`config.mk`:
```
export PLATFORM = sky130hd
export DESIGN_NAME = mod_mul_pipe
export DESIGN_NICKNAME = d
export VERILOG_FILES = /design/src/rtl/mod_mul_pipe.sv
export SDC_FILE = /design/constraint.sdc
export NUM_CORES = 1
export LEC_CHECK = 0
export ABC_AREA = 0
export BUFFER_PORTS_ARGS = -buffer_cell sky130_fd_sc_hd__buf_2
export CORE_AREA = 5 5 250 252
export DETAILED_ROUTE_END_ITERATION = 7
export DIE_AREA = 0 0 255 257
export PLACE_DENSITY_LB_ADDON = 0.25
export SETUP_SLACK_MARGIN = 0.15
export SYNTH_ARGS = -nofsm -noshare
export SYNTH_HDL_FRONTEND = slang
export SYNTH_SLANG_ARGS = --single-unit
```
`constraint.sdc`:
```
create_clock -name clk -period 15.8 [get_ports clk]
set_input_delay 0.79 -clock clk [delete_from_list [all_inputs] [get_ports clk]]
set_output_delay 0.79 -clock clk [all_outputs]
set_load 0.005 [all_outputs]
```
`src/rtl/mod_mul_pipe.sv`:
```
// Four-stage Barrett modular multiplier: r = a*b mod Q, with a sideband tag
// carried alongside. There is no backpressure; en freezes every stage register.
module mod_mul_pipe #(
  parameter int data_width = 14,
  parameter int Q          = 12289,
  parameter int tag_width  = 9
) (
  input  logic                  clk,
  input  logic                  rst,
  input  logic                  en,
  input  logic                  valid_in,
  input  logic [data_width-1:0] a,
  input  logic [data_width-1:0] b,
  input  logic [tag_width-1:0]  tag_in,
  output logic                  valid_out,
  output logic [data_width-1:0] r,
  output logic [tag_width-1:0]  tag_out
);

  localparam int K                = 2 * data_width;
  localparam logic [63:0] M_INT   = (64'd1 << K) / 64'(Q);
  localparam int M_W              = $clog2(M_INT + 64'd1);
  localparam logic [M_W-1:0] M    = M_W'(M_INT);
  localparam int PW               = K + M_W;
  localparam int RW               = data_width + 2;
  localparam logic [RW-1:0] Q_R   = RW'(Q);
  localparam int LATENCY          = 4;

  // Handshake: valid_in qualifies a/b/tag_in on each enabled edge; valid_out
  // qualifies r/tag_out. There is no ready signal, so every op is accepted.

  logic [K-1:0]          p_s1;
  logic [RW-1:0]         p_s2;
  logic [M_W-1:0]        t_s2;
  logic [RW-1:0]         r0_s3;
  logic [data_width-1:0] r_s4;
  logic [LATENCY-1:0]    valid_sr;
  logic [tag_width-1:0]  tag_sr [LATENCY];

  // r0 < 3Q is guaranteed by the Barrett bound, so two conditional
  // subtractions are enough to land in [0, Q).
  function automatic logic [data_width-1:0] cond_sub2(input logic [RW-1:0] x);
    logic [RW-1:0] y;
    y = (x >= Q_R) ? x - Q_R : x;
    y = (y >= Q_R) ? y - Q_R : y;
    return data_width'(y);
  endfunction

  always_ff @(posedge clk) begin
    if (rst) begin
      p_s1     <= '0;
      p_s2     <= '0;
      t_s2     <= '0;
      r0_s3    <= '0;
      r_s4     <= '0;
      valid_sr <= '0;
      for (int i = 0; i < LATENCY; i++) tag_sr[i] <= '0;
    end else if (en) begin
      p_s1     <= K'(a) * K'(b);
      t_s2     <= M_W'((PW'(p_s1) * PW'(M)) >> K);
      // Only the low RW bits of p matter: r0 is formed modulo 2^RW.
      p_s2     <= RW'(p_s1);
      r0_s3    <= p_s2 - RW'(t_s2) * Q_R;
      r_s4     <= cond_sub2(r0_s3);
      valid_sr <= {valid_sr[LATENCY-2:0], valid_in};
      tag_sr[0] <= tag_in;
      for (int i = 1; i < LATENCY; i++) tag_sr[i] <= tag_sr[i-1];
    end
  end

  assign valid_out = valid_sr[LATENCY-1];
  assign r         = r_s4;
  assign tag_out   = tag_sr[LATENCY-1];

endmodule

```
==> impl_metrics.xml, run 1 <==
<?xml version="1.0" encoding="UTF-8"?>
<metrics>
  <group name="finish">
    <metric name="multiInputGateArea" unit="um2">15540</metric>
    <metric name="final_layout_size_suffix_gt1_frac" unit="">0.05516</metric>
    <metric name="syn_to_final_growth" unit="%">7.906</metric>
    <metric name="layout.cells.non_filler" unit="">3048</metric>
    <metric name="final_nets" unit="">2922</metric>
    <metric name="n_antenna_cell" unit="">0</metric>
    <metric name="design_area" unit="um2">22340</metric>
    <metric name="nFillCells" unit="">6151</metric>
    <metric name="sequential_cell_area" unit="um2">2943</metric>
  </group>
  <group name="critical_path">
    <metric name="r2r.worst_path.cells" unit="">20</metric>
    <metric name="worstPathArrival" unit="ns">6.91</metric>
    <metric name="worst_ep_required_time" unit="ns">16.14</metric>
    <metric name="crit_path_cell_trace" unit="">buf_2, and2_1, fa_1, inv_1, fa_1, inv_1, fa_1, inv_1, fa_1, inv_1, fa_1, inv_1, fa_1, inv_1, ha_1, nand3_1, nor4_1, nor2_1, o21ai_0, a31oi_1, o21ai_0, a31oi_1, o311ai_0</metric>
    <metric name="crit_buf_inv" unit="">7</metric>
    <metric name="worst_setup_path_start_kind" unit="">input port</metric>
    <metric name="crit_path_top_delay_cell" unit="">sky130_fd_sc_hd__fa_1</metric>
    <metric name="crit_type" unit="">input port to flop</metric>
    <metric name="path_depth" unit="">23</metric>
    <metric name="cp_max_fo" unit="">14</metric>
    <metric name="critical_path.max_stage_delay" unit="ns">0.53</metric>
    <metric name="worst_setup_path_end_kind" unit="">flop</metric>
    <metric name="critical_path.top_delay_family" unit="">adder cells</metric>
  </group>
  <group name="timing">
    <metric name="setup_viol" unit="">0</metric>
    <metric name="min_period" unit="ns">6.570</metric>
    <metric name="slew_violations" unit="">0</metric>
    <metric name="timing.final.crit_share" unit="">0.4158</metric>
    <metric name="tightest_slew" unit="ns">1.038</metric>
    <metric name="clock.fmax" unit="GHz">0.1522</metric>
    <metric name="setup_tns" unit="ns">0</metric>
    <metric name="maxSlewHeadroom" unit="">0.3071</metric>
    <metric name="hold_viol_final" unit="">0</metric>
    <metric name="skew" unit="ns">0.007719</metric>
    <metric name="grt_setup_unrepaired" unit="">false</metric>
    <metric name="post-route-worst-setup-slack" unit="ns">9.230</metric>
  </group>
  <group name="floorplanning">
    <metric name="rows" unit="">90</metric>
    <metric name="die_area" unit="um2">65540</metric>
    <metric name="fp.coreArea" unit="um2">59910</metric>
    <metric name="io_pins" unit="">65</metric>
    <metric name="floorplan.die.height" unit="um">257</metric>
    <metric name="initial_utilization" unit="">0.3456</metric>
    <metric name="die_x" unit="um">255</metric>
  </group>
  <group name="clocking">
    <metric name="cts_tree" unit="">built</metric>
    <metric name="clk_transition_reported_paths" unit="ns">0.07</metric>
    <metric name="cts-root-to-sink-buffers" unit="">2</metric>
    <metric name="clock_insertion_delay_worst_skew" unit="ns">0.44</metric>
    <metric name="cts_setup_buffers" unit="">0</metric>
    <metric name="cts-resized-gates" unit="">0</metric>
    <metric name="htree_levels" unit="">4</metric>
    <metric name="cts_num_sinks" unit="">129</metric>
    <metric name="clock_tree.root_cell" unit="">sky130_fd_sc_hd__clkbuf_16</metric>
    <metric name="post_cts_hold_buffer_count" unit="">0</metric>
    <metric name="num_cts_buffers" unit="">17</metric>
  </group>
  <group name="flow_run">
    <metric name="max_capacitance_violation_count" unit="">0</metric>
  </group>
  <group name="placed_design">
    <metric name="place_inst" unit="">3016</metric>
    <metric name="placement.cell_area" unit="um2">21710</metric>
    <metric name="dp.final_hpwl" unit="um">38310</metric>
    <metric name="place_worst_setup_slack" unit="ns">8.746</metric>
    <metric name="numPortBuffers" unit="">64</metric>
    <metric name="globalplace.congestion" unit="">0.8630</metric>
  </group>
  <group name="synthesis">
    <metric name="async_flop_share" unit="">0</metric>
    <metric name="synth_top_flop_cell" unit="">sky130_fd_sc_hd__dfxtp_1</metric>
    <metric name="ys_types" unit="">73</metric>
    <metric name="post_synthesis_net_count" unit="">2909</metric>
    <metric name="synth-edff-count" unit="">36</metric>
    <metric name="post_synthesis_register_bit_count" unit="">129</metric>
    <metric name="syn_inst" unit="">2240</metric>
    <metric name="synth.avg_cell_area" unit="um2">9.242</metric>
    <metric name="yosysSeqAreaShare" unit="">0.1422</metric>
    <metric name="ys_warnings" unit="">0</metric>
    <metric name="syn-cell-area" unit="um2">20700</metric>
  </group>
  <group name="route">
    <metric name="first_iter_violations" unit="">463</metric>
    <metric name="route.final.wire_length" unit="um">46500</metric>
    <metric name="detail_route.vias_per_cell" unit="">4.748</metric>
    <metric name="drt_drc_violations_left" unit="">0</metric>
    <metric name="vias_post_dr" unit="">14470</metric>
    <metric name="ant_nets" unit="">0</metric>
    <metric name="drt_pre_antenna_iters" unit="">7</metric>
    <metric name="wl_per_cell" unit="um">15.26</metric>
  </group>
  <group name="worst_hold_path">
    <metric name="min_path_type" unit="">flop to flop</metric>
    <metric name="hold_depth" unit="">2</metric>
  </group>
  <group name="global_routing">
    <metric name="grt_max_degree" unit="">56</metric>
    <metric name="antenna_found_initial" unit="">0</metric>
    <metric name="globalRouteTotalUtil" unit="">0.1473</metric>
    <metric name="grt_overflow_total" unit="">0</metric>
    <metric name="grt_pass1_wl" unit="um">79120</metric>
    <metric name="grt_pass1_vias" unit="">15830</metric>
  </group>
  <group name="status">
    <metric name="run_status" unit="">completed</metric>
  </group>
</metrics>
-- cells in the final DEF (no fill, tap or decap), types with 5 or more instances in the layout --
cell type                   Yosys  routed
sky130_fd_sc_hd__buf_4          9       6
sky130_fd_sc_hd__inv_1        503     502
sky130_fd_sc_hd__nor4_1         9       9
sky130_fd_sc_hd__nor2_1        99      98
sky130_fd_sc_hd__buf_2          1      63
sky130_fd_sc_hd__o21a_1         9       9
sky130_fd_sc_hd__and3_1         9       9
sky130_fd_sc_hd__o21bai_1       5       5
sky130_fd_sc_hd__o21ai_0       53      53
sky130_fd_sc_hd__fa_1         285     285
sky130_fd_sc_hd__a31oi_1       11      11
sky130_fd_sc_hd__nand3_1       20      20
sky130_fd_sc_hd__nor2b_1        7       6
sky130_fd_sc_hd__clkbuf_16      0      17
sky130_fd_sc_hd__xnor2_1       61      61
sky130_fd_sc_hd__a22o_1         5       5
sky130_fd_sc_hd__o211ai_1      10      10
sky130_fd_sc_hd__dfxtp_1       93      93
sky130_fd_sc_hd__o31ai_1        9       9
sky130_fd_sc_hd__and2_1       136     136
sky130_fd_sc_hd__a21oi_1       57      57
sky130_fd_sc_hd__nand4_1       10      10
sky130_fd_sc_hd__nor3_1         6       6
sky130_fd_sc_hd__or2_2          6       6
sky130_fd_sc_hd__edfxtp_1      36      36
sky130_fd_sc_hd__a211o_1        5       5
sky130_fd_sc_hd__nand2b_1      11      11
sky130_fd_sc_hd__a211oi_1      17      17
sky130_fd_sc_hd__xor2_1        24      24
sky130_fd_sc_hd__ha_1         343     343
sky130_fd_sc_hd__o22ai_1       14      14
sky130_fd_sc_hd__inv_6          0       6
sky130_fd_sc_hd__mux2i_1       42      42
sky130_fd_sc_hd__o21ai_1        9       9
sky130_fd_sc_hd__a21o_1        29      29
sky130_fd_sc_hd__nor3b_1        5       5
sky130_fd_sc_hd__a221oi_1       5       5
sky130_fd_sc_hd__nand2_1      167     167
-- tightest hold or removal path: stages, from the launching register on --
cell and delay (ns):
sky130_fd_sc_hd__dfxtp_1 0.31, sky130_fd_sc_hd__nand2_1 0.05, sky130_fd_sc_hd__o21ai_1 0.05
-- cell type report --
cell class              count  area share
multi-input cells        1533      0.6959
flip-flops and latches    129      0.1317
inverters                 503     0.08452
well taps                 782     0.04380
clock buffers              17     0.01904
repair buffers             69     0.01613
clock inverters            15    0.008906
-- kinds of logic (layout without fill, tap and decap cells) --
family,Yosys count,count (layout),synth area share
AO/OA/AOI/OAI,270,270,0.08849
XOR/XNOR,85,85,0.03596
adder cells (fa/ha/maj),628,628,0.4829
buffers and inverters,578,604,0.1072
flip-flops,129,129,0.1422
multiplexers,43,43,0.02085
AND/OR/NAND/NOR,507,507,0.1224
-- worst paths after layout --
kind / start / end / slack [ns]
max reg2reg: p_s1[5] / t_s2[14] / 9.37
max: a[7] / p_s1[27] / 9.23
min: r[5] / r[5] / 0.44
min reg2reg: r[5] / r[5] / 0.44
-- flip-flops by register name, summed over array words and instances (netlist names) --
signal    count
p_s1         28
valid_sr      4
r0_s3        16
tag_sr       36
r            14
p_s2         16
t_s2         15
-- synthesized netlist by cell type (10+ instances only) --
cell type	instances	area share
sky130_fd_sc_hd__ha_1	343	0.21
sky130_fd_sc_hd__o211ai_1	10	0.0036
sky130_fd_sc_hd__fa_1	285	0.28
sky130_fd_sc_hd__xor2_1	24	0.010
sky130_fd_sc_hd__nand2_1	167	0.030
sky130_fd_sc_hd__mux2i_1	42	0.020
sky130_fd_sc_hd__clkbuf_1	56	0.010
sky130_fd_sc_hd__inv_1	503	0.091
sky130_fd_sc_hd__nand3_1	20	0.0048
sky130_fd_sc_hd__o21ai_0	53	0.013
sky130_fd_sc_hd__edfxtp_1	36	0.052
sky130_fd_sc_hd__o22ai_1	14	0.0042
sky130_fd_sc_hd__nand4_1	10	0.0030
sky130_fd_sc_hd__a21o_1	29	0.011
sky130_fd_sc_hd__a31oi_1	11	0.0033
sky130_fd_sc_hd__nor2_1	99	0.018
sky130_fd_sc_hd__nand2b_1	11	0.0033
sky130_fd_sc_hd__a21oi_1	57	0.014
sky130_fd_sc_hd__and2_1	136	0.041
sky130_fd_sc_hd__xnor2_1	61	0.026
sky130_fd_sc_hd__a211oi_1	17	0.0062
sky130_fd_sc_hd__dfxtp_1	93	0.090
-- metrics by stage --
stage / hold WS (ns) / utilization
after global routing: 0.4628 / 0.3729
after detailed placement: 0.4392 / 0.3624
after global placement: 0.4339 / 0.3624
after floorplan: 0.4291 / -
final: 0.4441 / 0.3729
after CTS: 0.4480 / 0.3729
-- routing by layer --
metal	GRT usage	wire, um	vias to the layer above
met5	0	0	-
met4	0.03294	745	0
met3	0.02292	1602	42
met2	0.2588	22930	202
met1	0.1910	21230	7048
li1	-	-	7180
Power of run 1 is not shown: default switching activity piles up to over one toggle a cycle in this logic, so the estimate is an artifact.
==> run 2, diff against run 1 <==
--- a/config.mk
+++ b/config.mk
@@ -5,11 +5,11 @@
 export SDC_FILE = /design/constraint.sdc
 export NUM_CORES = 1
 export LEC_CHECK = 0
-export ABC_AREA = 0
+export ABC_AREA = 1
 export BUFFER_PORTS_ARGS = -buffer_cell sky130_fd_sc_hd__buf_2
-export CORE_AREA = 5 5 250 252
+export CORE_AREA = 5 5 256 258
 export DETAILED_ROUTE_END_ITERATION = 7
-export DIE_AREA = 0 0 255 257
+export DIE_AREA = 0 0 261 263
 export PLACE_DENSITY_LB_ADDON = 0.25
 export SETUP_SLACK_MARGIN = 0.15
 export SYNTH_ARGS = -nofsm -noshare
==> constraint.sdc (replaced) <==
create_clock -name clk -period 6 [get_ports clk]
set_input_delay 0.3 -clock clk [delete_from_list [all_inputs] [get_ports clk]]
set_output_delay 0.3 -clock clk [all_outputs]
set_load 0.005 [all_outputs]
==> impl_metrics.xml, run 2 <==
<?xml version="1.0" encoding="UTF-8"?>
<metrics>
  <group name="clocking">
    <metric name="clock_insertion_delay_worst_skew" unit="ns">0.45</metric>
    <metric name="cts_num_sinks" unit="">129</metric>
    <metric name="clock_tree.root_cell" unit="">sky130_fd_sc_hd__clkbuf_16</metric>
    <metric name="htree_levels" unit="">4</metric>
    <metric name="cts_tree" unit="">built</metric>
    <metric name="cts-root-to-sink-buffers" unit="">2</metric>
    <metric name="clk_transition_reported_paths" unit="ns">0.06</metric>
    <metric name="num_cts_buffers" unit="">17</metric>
  </group>
  <group name="critical_path">
    <metric name="worst_ep_required_time" unit="ns">6.30</metric>
    <metric name="timing.critical_path.to" unit="">p_s1[23]</metric>
    <metric name="crit_path_start" unit="">a[11]</metric>
    <metric name="worst_setup_path_end_kind" unit="">flop</metric>
    <metric name="timing.reg2reg.setup_slack" unit="ns">0.60</metric>
    <metric name="worst_setup_path_start_kind" unit="">input port</metric>
    <metric name="crit_type" unit="">input port to flop</metric>
    <metric name="cp_max_fo" unit="">14</metric>
    <metric name="r2r_end" unit="">t_s2[13]</metric>
    <metric name="r2r-start" unit="">p_s1[18]</metric>
    <metric name="worstPathArrival" unit="ns">5.71</metric>
    <metric name="r2r.worst_path.cells" unit="">20</metric>
  </group>
  <group name="synthesis">
    <metric name="post_synth_fa_ha_maj_area_fraction" unit="">0.4607</metric>
    <metric name="synth_xor_xnor_area_share" unit="">0.01084</metric>
    <metric name="post_synthesis_register_bit_count" unit="">129</metric>
    <metric name="synth.avg_cell_area" unit="um2">7.823</metric>
    <metric name="yosysSeqAreaShare" unit="">0.1356</metric>
    <metric name="post_synthesis_net_count" unit="">3443</metric>
    <metric name="yosys-mux-area-fraction" unit="">0</metric>
    <metric name="synthDominantCellAreaShare" unit="">0.2629</metric>
    <metric name="ys_warnings" unit="">0</metric>
    <metric name="synth_top_area_cell" unit="">sky130_fd_sc_hd__fa_1</metric>
    <metric name="synth-edff-count" unit="">36</metric>
    <metric name="synth_top_flop_cell" unit="">sky130_fd_sc_hd__dfxtp_1</metric>
    <metric name="largest_cells_by_area_after_synthesis" unit="">sky130_fd_sc_hd__fa_1 (26%), sky130_fd_sc_hd__ha_1 (20%), sky130_fd_sc_hd__inv_1 (13%)</metric>
    <metric name="async_flop_share" unit="">0</metric>
    <metric name="ys_types" unit="">54</metric>
    <metric name="synth_compound_gate_area_share" unit="">0.08107</metric>
    <metric name="yosys.area_share.simple" unit="">0.1659</metric>
    <metric name="syn-cell-area" unit="um2">21700</metric>
    <metric name="synth_common_cells" unit="">sky130_fd_sc_hd__inv_1 (746), sky130_fd_sc_hd__nand2_1 (538), sky130_fd_sc_hd__ha_1 (343), sky130_fd_sc_hd__fa_1 (285), sky130_fd_sc_hd__nor2_1 (169)</metric>
    <metric name="post-synth-top-count-cell" unit="">sky130_fd_sc_hd__inv_1</metric>
    <metric name="synth_top_family_by_area" unit="">adder cells</metric>
    <metric name="syn_inst" unit="">2774</metric>
  </group>
  <group name="global_routing">
    <metric name="grt_overflow_total" unit="">0</metric>
    <metric name="antenna_found_initial" unit="">2</metric>
    <metric name="grt_pass1_wl" unit="um">90200</metric>
    <metric name="grt_pass1_vias" unit="">17260</metric>
    <metric name="globalRouteTotalUtil" unit="">0.1627</metric>
    <metric name="grt_max_degree" unit="">75</metric>
  </group>
  <group name="route">
    <metric name="wl_per_cell" unit="um">14.75</metric>
    <metric name="route.final.wire_length" unit="um">54150</metric>
    <metric name="drt_pre_antenna_iters" unit="">5</metric>
    <metric name="first_iter_violations" unit="">826</metric>
    <metric name="ant_nets" unit="">0</metric>
    <metric name="drt_drc_violations_left" unit="">0</metric>
    <metric name="detail_route.vias_per_cell" unit="">4.618</metric>
    <metric name="vias_post_dr" unit="">16950</metric>
  </group>
  <group name="timing">
    <metric name="maxSlewHeadroom" unit="">0.3643</metric>
    <metric name="tightest_slew" unit="ns">0.9536</metric>
    <metric name="timing.final.crit_share" unit="">0.9029</metric>
    <metric name="setup_tns" unit="ns">0</metric>
    <metric name="skew" unit="ns">0.01236</metric>
    <metric name="slew_violations" unit="">0</metric>
    <metric name="worst_hold_slack" unit="ns">0.09015</metric>
    <metric name="setup_viol" unit="">0</metric>
    <metric name="clock.fmax" unit="GHz">0.1846</metric>
    <metric name="hold_viol_final" unit="">0</metric>
    <metric name="min_period" unit="ns">5.418</metric>
    <metric name="grt_setup_unrepaired" unit="">false</metric>
  </group>
  <group name="floorplanning">
    <metric name="io_pins" unit="">65</metric>
    <metric name="die_area" unit="um2">68640</metric>
    <metric name="floorplan.die.height" unit="um">263</metric>
    <metric name="initial_utilization" unit="">0.3459</metric>
    <metric name="rows" unit="">92</metric>
    <metric name="fp.coreArea" unit="um2">62740</metric>
    <metric name="die_x" unit="um">261</metric>
  </group>
  <group name="finish">
    <metric name="regMostFlops" unit="">tag_sr</metric>
    <metric name="reg_top3" unit="">tag_sr x36, p_s1 x28</metric>
    <metric name="final_nets" unit="">3481</metric>
    <metric name="largest_register_ffs" unit="">36</metric>
    <metric name="n_antenna_cell" unit="">0</metric>
    <metric name="design_area" unit="um2">23530</metric>
    <metric name="syn_to_final_growth" unit="%">8.424</metric>
    <metric name="final_layout_size_suffix_gt1_frac" unit="">0.05947</metric>
    <metric name="commonest_cells_after_routing_fill_and_taps_aside" unit="">sky130_fd_sc_hd__inv_1 (746), sky130_fd_sc_hd__nand2_1 (538), sky130_fd_sc_hd__ha_1 (343)</metric>
    <metric name="layout.cells.most_common" unit="">sky130_fd_sc_hd__inv_1</metric>
    <metric name="post-route-util" unit="">0.3751</metric>
  </group>
  <group name="worst_hold_path">
    <metric name="min_path_type" unit="">input port to flop</metric>
  </group>
  <group name="placed_design">
    <metric name="placement.cell_area" unit="um2">22900</metric>
    <metric name="globalplace.congestion" unit="">0.8715</metric>
    <metric name="dp.final_hpwl" unit="um">46100</metric>
    <metric name="numPortBuffers" unit="">64</metric>
  </group>
  <group name="flow_run">
    <metric name="max_capacitance_violation_count" unit="">0</metric>
  </group>
  <group name="status">
    <metric name="run_status" unit="">completed</metric>
  </group>
</metrics>
run 2: cell count changes after synthesis, moves of 20 or more:
cell                      change
sky130_fd_sc_hd__nand2_1    +371
sky130_fd_sc_hd__inv_1      +243
sky130_fd_sc_hd__and2_1     -131
sky130_fd_sc_hd__nor2_1      +70
sky130_fd_sc_hd__o21ai_0     +58
sky130_fd_sc_hd__a21oi_1     +53
sky130_fd_sc_hd__nand3_1     +50
sky130_fd_sc_hd__xnor2_1     -49
sky130_fd_sc_hd__mux2i_1     -42
sky130_fd_sc_hd__o22ai_1     +26
sky130_fd_sc_hd__a21o_1      -20
run 2: per-stage QoR:
| step | setup slack (ns) | std cells |
|---|---|---|
| after floorplan | 0.6599 | 2774 |
| after global placement | 0.1647 | 3639 |
| after detailed placement | 0.1508 | 3639 |
| after CTS | 0.6011 | 3671 |
| after global routing | 0.1634 | 3671 |
| final | 0.5823 | 3671 |
run 2: final cells by class:
cell class	count	area (um2)
fillers	6615	39210
multi-input cells	1828	15610
flip-flops and latches	129	2943
inverters	753	2829
well taps	846	1059
clock buffers	20	480.5
repair buffers	83	462.9
clock inverters	12	141.4
run 2: what timing repair did:
item / in CTS / in global routing
resized for setup: 0 / 1
endpoints found under the setup margin: 0 / 1
endpoints found under the hold margin: 0 / 0
hold buffers: 0 / 0
buffers inserted: 0 / 0
run 2: kinds of logic (layout without fill, tap and decap cells):
group                    count (synthesis)  after routing
adder cells (fa/ha/maj)                628            628
flip-flops                             129            129
XOR/XNOR                                26             26
AND/OR/NAND/NOR                        859            859
AO/OA/AOI/OAI                          315            315
buffers and inverters                  817            868
run 2: layer usage:
layer | share of wire | global-route usage | wire length, um | up-vias
li1 | - | - | - | 8541
met1 | 0.46 | 0.2207 | 24820 | 8082
met5 | 0.00037 | 0 | 20 | -
met4 | 0.026 | 0.04503 | 1399 | 4
met3 | 0.034 | 0.02242 | 1865 | 67
met2 | 0.48 | 0.2727 | 26050 | 258
run 2: how the worst min path moves through the flow:
stage,cells past startpoint,from,endpoint
after floorplan,1,rst,p_s1[22]
final,3,valid_in,valid_sr[0]
after detailed placement,2,r[2],r[2]
after global routing,3,valid_in,valid_sr[0]
after CTS,3,valid_in,valid_sr[0]
after global placement,2,r[4],r[4]
run 2: worst max-delay path: stages:
cell and delay (ns):
sky130_fd_sc_hd__buf_2 0.30, sky130_fd_sc_hd__nand2_1 0.13, sky130_fd_sc_hd__fa_1 0.55, sky130_fd_sc_hd__inv_1 0.05, sky130_fd_sc_hd__fa_1 0.46, sky130_fd_sc_hd__fa_1 0.50
sky130_fd_sc_hd__fa_1 0.51, sky130_fd_sc_hd__fa_1 0.49, sky130_fd_sc_hd__inv_1 0.05, sky130_fd_sc_hd__fa_1 0.47, sky130_fd_sc_hd__inv_1 0.04, sky130_fd_sc_hd__ha_1 0.33
sky130_fd_sc_hd__nand2_1 0.11, sky130_fd_sc_hd__nor2_1 0.17, sky130_fd_sc_hd__nand4_1 0.10, sky130_fd_sc_hd__o21ai_0 0.45, sky130_fd_sc_hd__a21oi_1 0.17, sky130_fd_sc_hd__o21ai_0 0.25
sky130_fd_sc_hd__a21oi_1 0.09, sky130_fd_sc_hd__o21ai_0 0.09, sky130_fd_sc_hd__o21ai_0 0.09
Power of run 2 is left out for the same reason.
==> run 3, diff against run 2 <==
--- a/config.mk
+++ b/config.mk
@@ -11,7 +11,7 @@
 export DETAILED_ROUTE_END_ITERATION = 7
 export DIE_AREA = 0 0 261 263
 export PLACE_DENSITY_LB_ADDON = 0.25
-export SETUP_SLACK_MARGIN = 0.15
+export SETUP_SLACK_MARGIN = 0.02
 export SYNTH_ARGS = -nofsm -noshare
 export SYNTH_HDL_FRONTEND = slang
 export SYNTH_SLANG_ARGS = --single-unit
==> constraint.sdc (replaced) <==
create_clock -name clk -period 6 [get_ports clk]
set_input_delay 0.6 -clock clk [delete_from_list [all_inputs] [get_ports clk]]
set_output_delay 0.6 -clock clk [all_outputs]
set_load 0.005 [all_outputs]
==> impl_metrics.xml, run 3 (same netlist as run 2, synthesis figures left out) <==
<?xml version="1.0" encoding="UTF-8"?>
<metrics>
  <group name="route">
    <metric name="drt_drc_violations_left" unit="">0</metric>
    <metric name="ant_nets" unit="">0</metric>
    <metric name="wl_per_cell" unit="um">14.48</metric>
    <metric name="vias_post_dr" unit="">17090</metric>
    <metric name="first_iter_violations" unit="">899</metric>
    <metric name="route.final.wire_length" unit="um">54000</metric>
    <metric name="drt_pre_antenna_iters" unit="">5</metric>
    <metric name="detail_route.vias_per_cell" unit="">4.584</metric>
  </group>
  <group name="finish">
    <metric name="reg_top3" unit="">tag_sr x36, p_s1 x28</metric>
    <metric name="final_layout_size_suffix_gt1_frac" unit="">0.07770</metric>
    <metric name="layout.cells.most_common" unit="">sky130_fd_sc_hd__inv_1</metric>
    <metric name="largest_register_ffs" unit="">36</metric>
    <metric name="final_nets" unit="">3539</metric>
    <metric name="n_antenna_cell" unit="">0</metric>
    <metric name="regMostFlops" unit="">tag_sr</metric>
    <metric name="syn_to_final_growth" unit="%">10.40</metric>
    <metric name="commonest_cells_after_routing_fill_and_taps_aside" unit="">sky130_fd_sc_hd__inv_1 (746), sky130_fd_sc_hd__nand2_1 (538), sky130_fd_sc_hd__ha_1 (343)</metric>
  </group>
  <group name="timing">
    <metric name="post-route-worst-setup-slack" unit="ns">0.5249</metric>
    <metric name="maxSlewHeadroom" unit="">0.3892</metric>
    <metric name="skew" unit="ns">0.01669</metric>
    <metric name="grt_setup_unrepaired" unit="">false</metric>
    <metric name="clock.fmax" unit="GHz">0.1826</metric>
    <metric name="tightest_slew" unit="ns">0.9162</metric>
    <metric name="timing.final.crit_share" unit="">0.9125</metric>
    <metric name="slew_violations" unit="">0</metric>
    <metric name="hold_viol_final" unit="">0</metric>
    <metric name="setup_tns" unit="ns">0</metric>
    <metric name="setup_viol" unit="">0</metric>
    <metric name="min_period" unit="ns">5.475</metric>
  </group>
  <group name="critical_path">
    <metric name="timing.reg2reg.setup_slack" unit="ns">0.57</metric>
    <metric name="critical_path.top_delay_family" unit="">adder cells</metric>
    <metric name="crit_path_top_delay_cell" unit="">sky130_fd_sc_hd__fa_1</metric>
    <metric name="worst_ep_required_time" unit="ns">6.31</metric>
    <metric name="timing.critical_path.to" unit="">p_s1[26]</metric>
    <metric name="worst_setup_path_start_kind" unit="">input port</metric>
    <metric name="path_depth" unit="">25</metric>
    <metric name="worst_setup_path_end_kind" unit="">flop</metric>
    <metric name="crit_buf_inv" unit="">7</metric>
    <metric name="worstPathArrival" unit="ns">5.78</metric>
    <metric name="r2r.worst_path.cells" unit="">19</metric>
    <metric name="cp_max_fo" unit="">7</metric>
    <metric name="r2r-start" unit="">p_s1[16]</metric>
    <metric name="r2r_end" unit="">t_s2[9]</metric>
    <metric name="critical_path.max_stage_delay" unit="ns">0.55</metric>
    <metric name="crit_path_start" unit="">a[6]</metric>
    <metric name="crit_type" unit="">input port to flop</metric>
  </group>
  <group name="floorplanning">
    <metric name="rows" unit="">92</metric>
    <metric name="fp.coreArea" unit="um2">62740</metric>
    <metric name="io_pins" unit="">65</metric>
    <metric name="die_x" unit="um">261</metric>
    <metric name="initial_utilization" unit="">0.3459</metric>
    <metric name="floorplan.die.height" unit="um">263</metric>
    <metric name="die_area" unit="um2">68640</metric>
  </group>
  <group name="placed_design">
    <metric name="numPortBuffers" unit="">64</metric>
    <metric name="globalplace.congestion" unit="">0.8553</metric>
    <metric name="dp.final_hpwl" unit="um">46370</metric>
    <metric name="place_worst_setup_slack" unit="ns">0.07664</metric>
  </group>
  <group name="clocking">
    <metric name="clk_transition_reported_paths" unit="ns">0.06</metric>
    <metric name="post_cts_hold_buffer_count" unit="">0</metric>
    <metric name="cts_num_sinks" unit="">129</metric>
    <metric name="htree_levels" unit="">4</metric>
    <metric name="cts-resized-gates" unit="">0</metric>
    <metric name="clock_insertion_delay_worst_skew" unit="ns">0.46</metric>
    <metric name="num_cts_buffers" unit="">17</metric>
    <metric name="cts_tree" unit="">built</metric>
    <metric name="clock_tree.root_cell" unit="">sky130_fd_sc_hd__clkbuf_16</metric>
    <metric name="cts-root-to-sink-buffers" unit="">2</metric>
    <metric name="cts_setup_buffers" unit="">0</metric>
  </group>
  <group name="global_routing">
    <metric name="grt_max_degree" unit="">76</metric>
    <metric name="grt_overflow_total" unit="">0</metric>
    <metric name="antenna_found_initial" unit="">0</metric>
    <metric name="grt_pass1_wl" unit="um">89510</metric>
    <metric name="grt_pass1_vias" unit="">17240</metric>
    <metric name="globalRouteTotalUtil" unit="">0.1616</metric>
  </group>
  <group name="worst_hold_path">
    <metric name="min_path_type" unit="">input port to flop</metric>
  </group>
  <group name="flow_run">
    <metric name="max_capacitance_violation_count" unit="">0</metric>
  </group>
  <group name="status">
    <metric name="run_status" unit="">completed</metric>
  </group>
</metrics>
-- run 3: worst min-delay path by stage --
stage          depth (start not counted)  startpoint  slack [ns]     endpoint
6_report                               3    valid_in        0.38  valid_sr[0]
5_1_grt                                3    valid_in        0.36  valid_sr[0]
4_1_cts                                3    valid_in        0.34  valid_sr[0]
3_5_place_dp                           2       r[11]        0.44        r[11]
3_3_place_gp                           2        r[2]        0.43         r[2]
2_1_floorplan                          2     t_s2[5]        0.43      t_s2[5]
-- run 3: worst reg2reg max path, cell delays in order, from the launching register on --
cell and delay, ns:
sky130_fd_sc_hd__dfxtp_1 0.57, sky130_fd_sc_hd__ha_1 0.33, sky130_fd_sc_hd__inv_1 0.08, sky130_fd_sc_hd__fa_1 0.47, sky130_fd_sc_hd__fa_1 0.47, sky130_fd_sc_hd__fa_1 0.49
sky130_fd_sc_hd__inv_1 0.05, sky130_fd_sc_hd__fa_1 0.47, sky130_fd_sc_hd__inv_1 0.05, sky130_fd_sc_hd__fa_1 0.47, sky130_fd_sc_hd__inv_1 0.04, sky130_fd_sc_hd__ha_1 0.38
sky130_fd_sc_hd__a21o_1 0.21, sky130_fd_sc_hd__a31oi_1 0.26, sky130_fd_sc_hd__o21ai_0 0.21, sky130_fd_sc_hd__a221oi_1 0.39, sky130_fd_sc_hd__nand3_1 0.16, sky130_fd_sc_hd__nand2_1 0.09
sky130_fd_sc_hd__nand2_1 0.04, sky130_fd_sc_hd__o21ai_0 0.14
-- run 3: final cells by class --
class | instances | area, um2
Sequential cell | 129 | 2943
Fill cell | 6638 | 38780
Tap cell | 846 | 1059
Inverter | 753 | 2829
Clock buffer | 18 | 429.2
Timing Repair Buffer | 141 | 910.9
Multi-Input combinational cell | 1828 | 15610
Clock inverter | 14 | 180.2
-- run 3: per-layer routing --
layer  GRT usage  share of wire
met5           0              0
met4     0.04403          0.023
met1      0.2229           0.47
met3     0.01888          0.026
met2      0.2695           0.48
-- run 3: through the flow --
step                cell area (um2)  utilization  hold slack [ns]  instances
finish                        23960       0.3819           0.3799       3729
global route                  23960       0.3819           0.3602       3729
CTS                           23960       0.3819           0.3418       3729
detailed placement            23350       0.3722           0.4374       3697
global placement              23350       0.3722           0.4317       3697
floorplan                     21700            -           0.4300       2774
Power of run 3 is left out for the same reason.
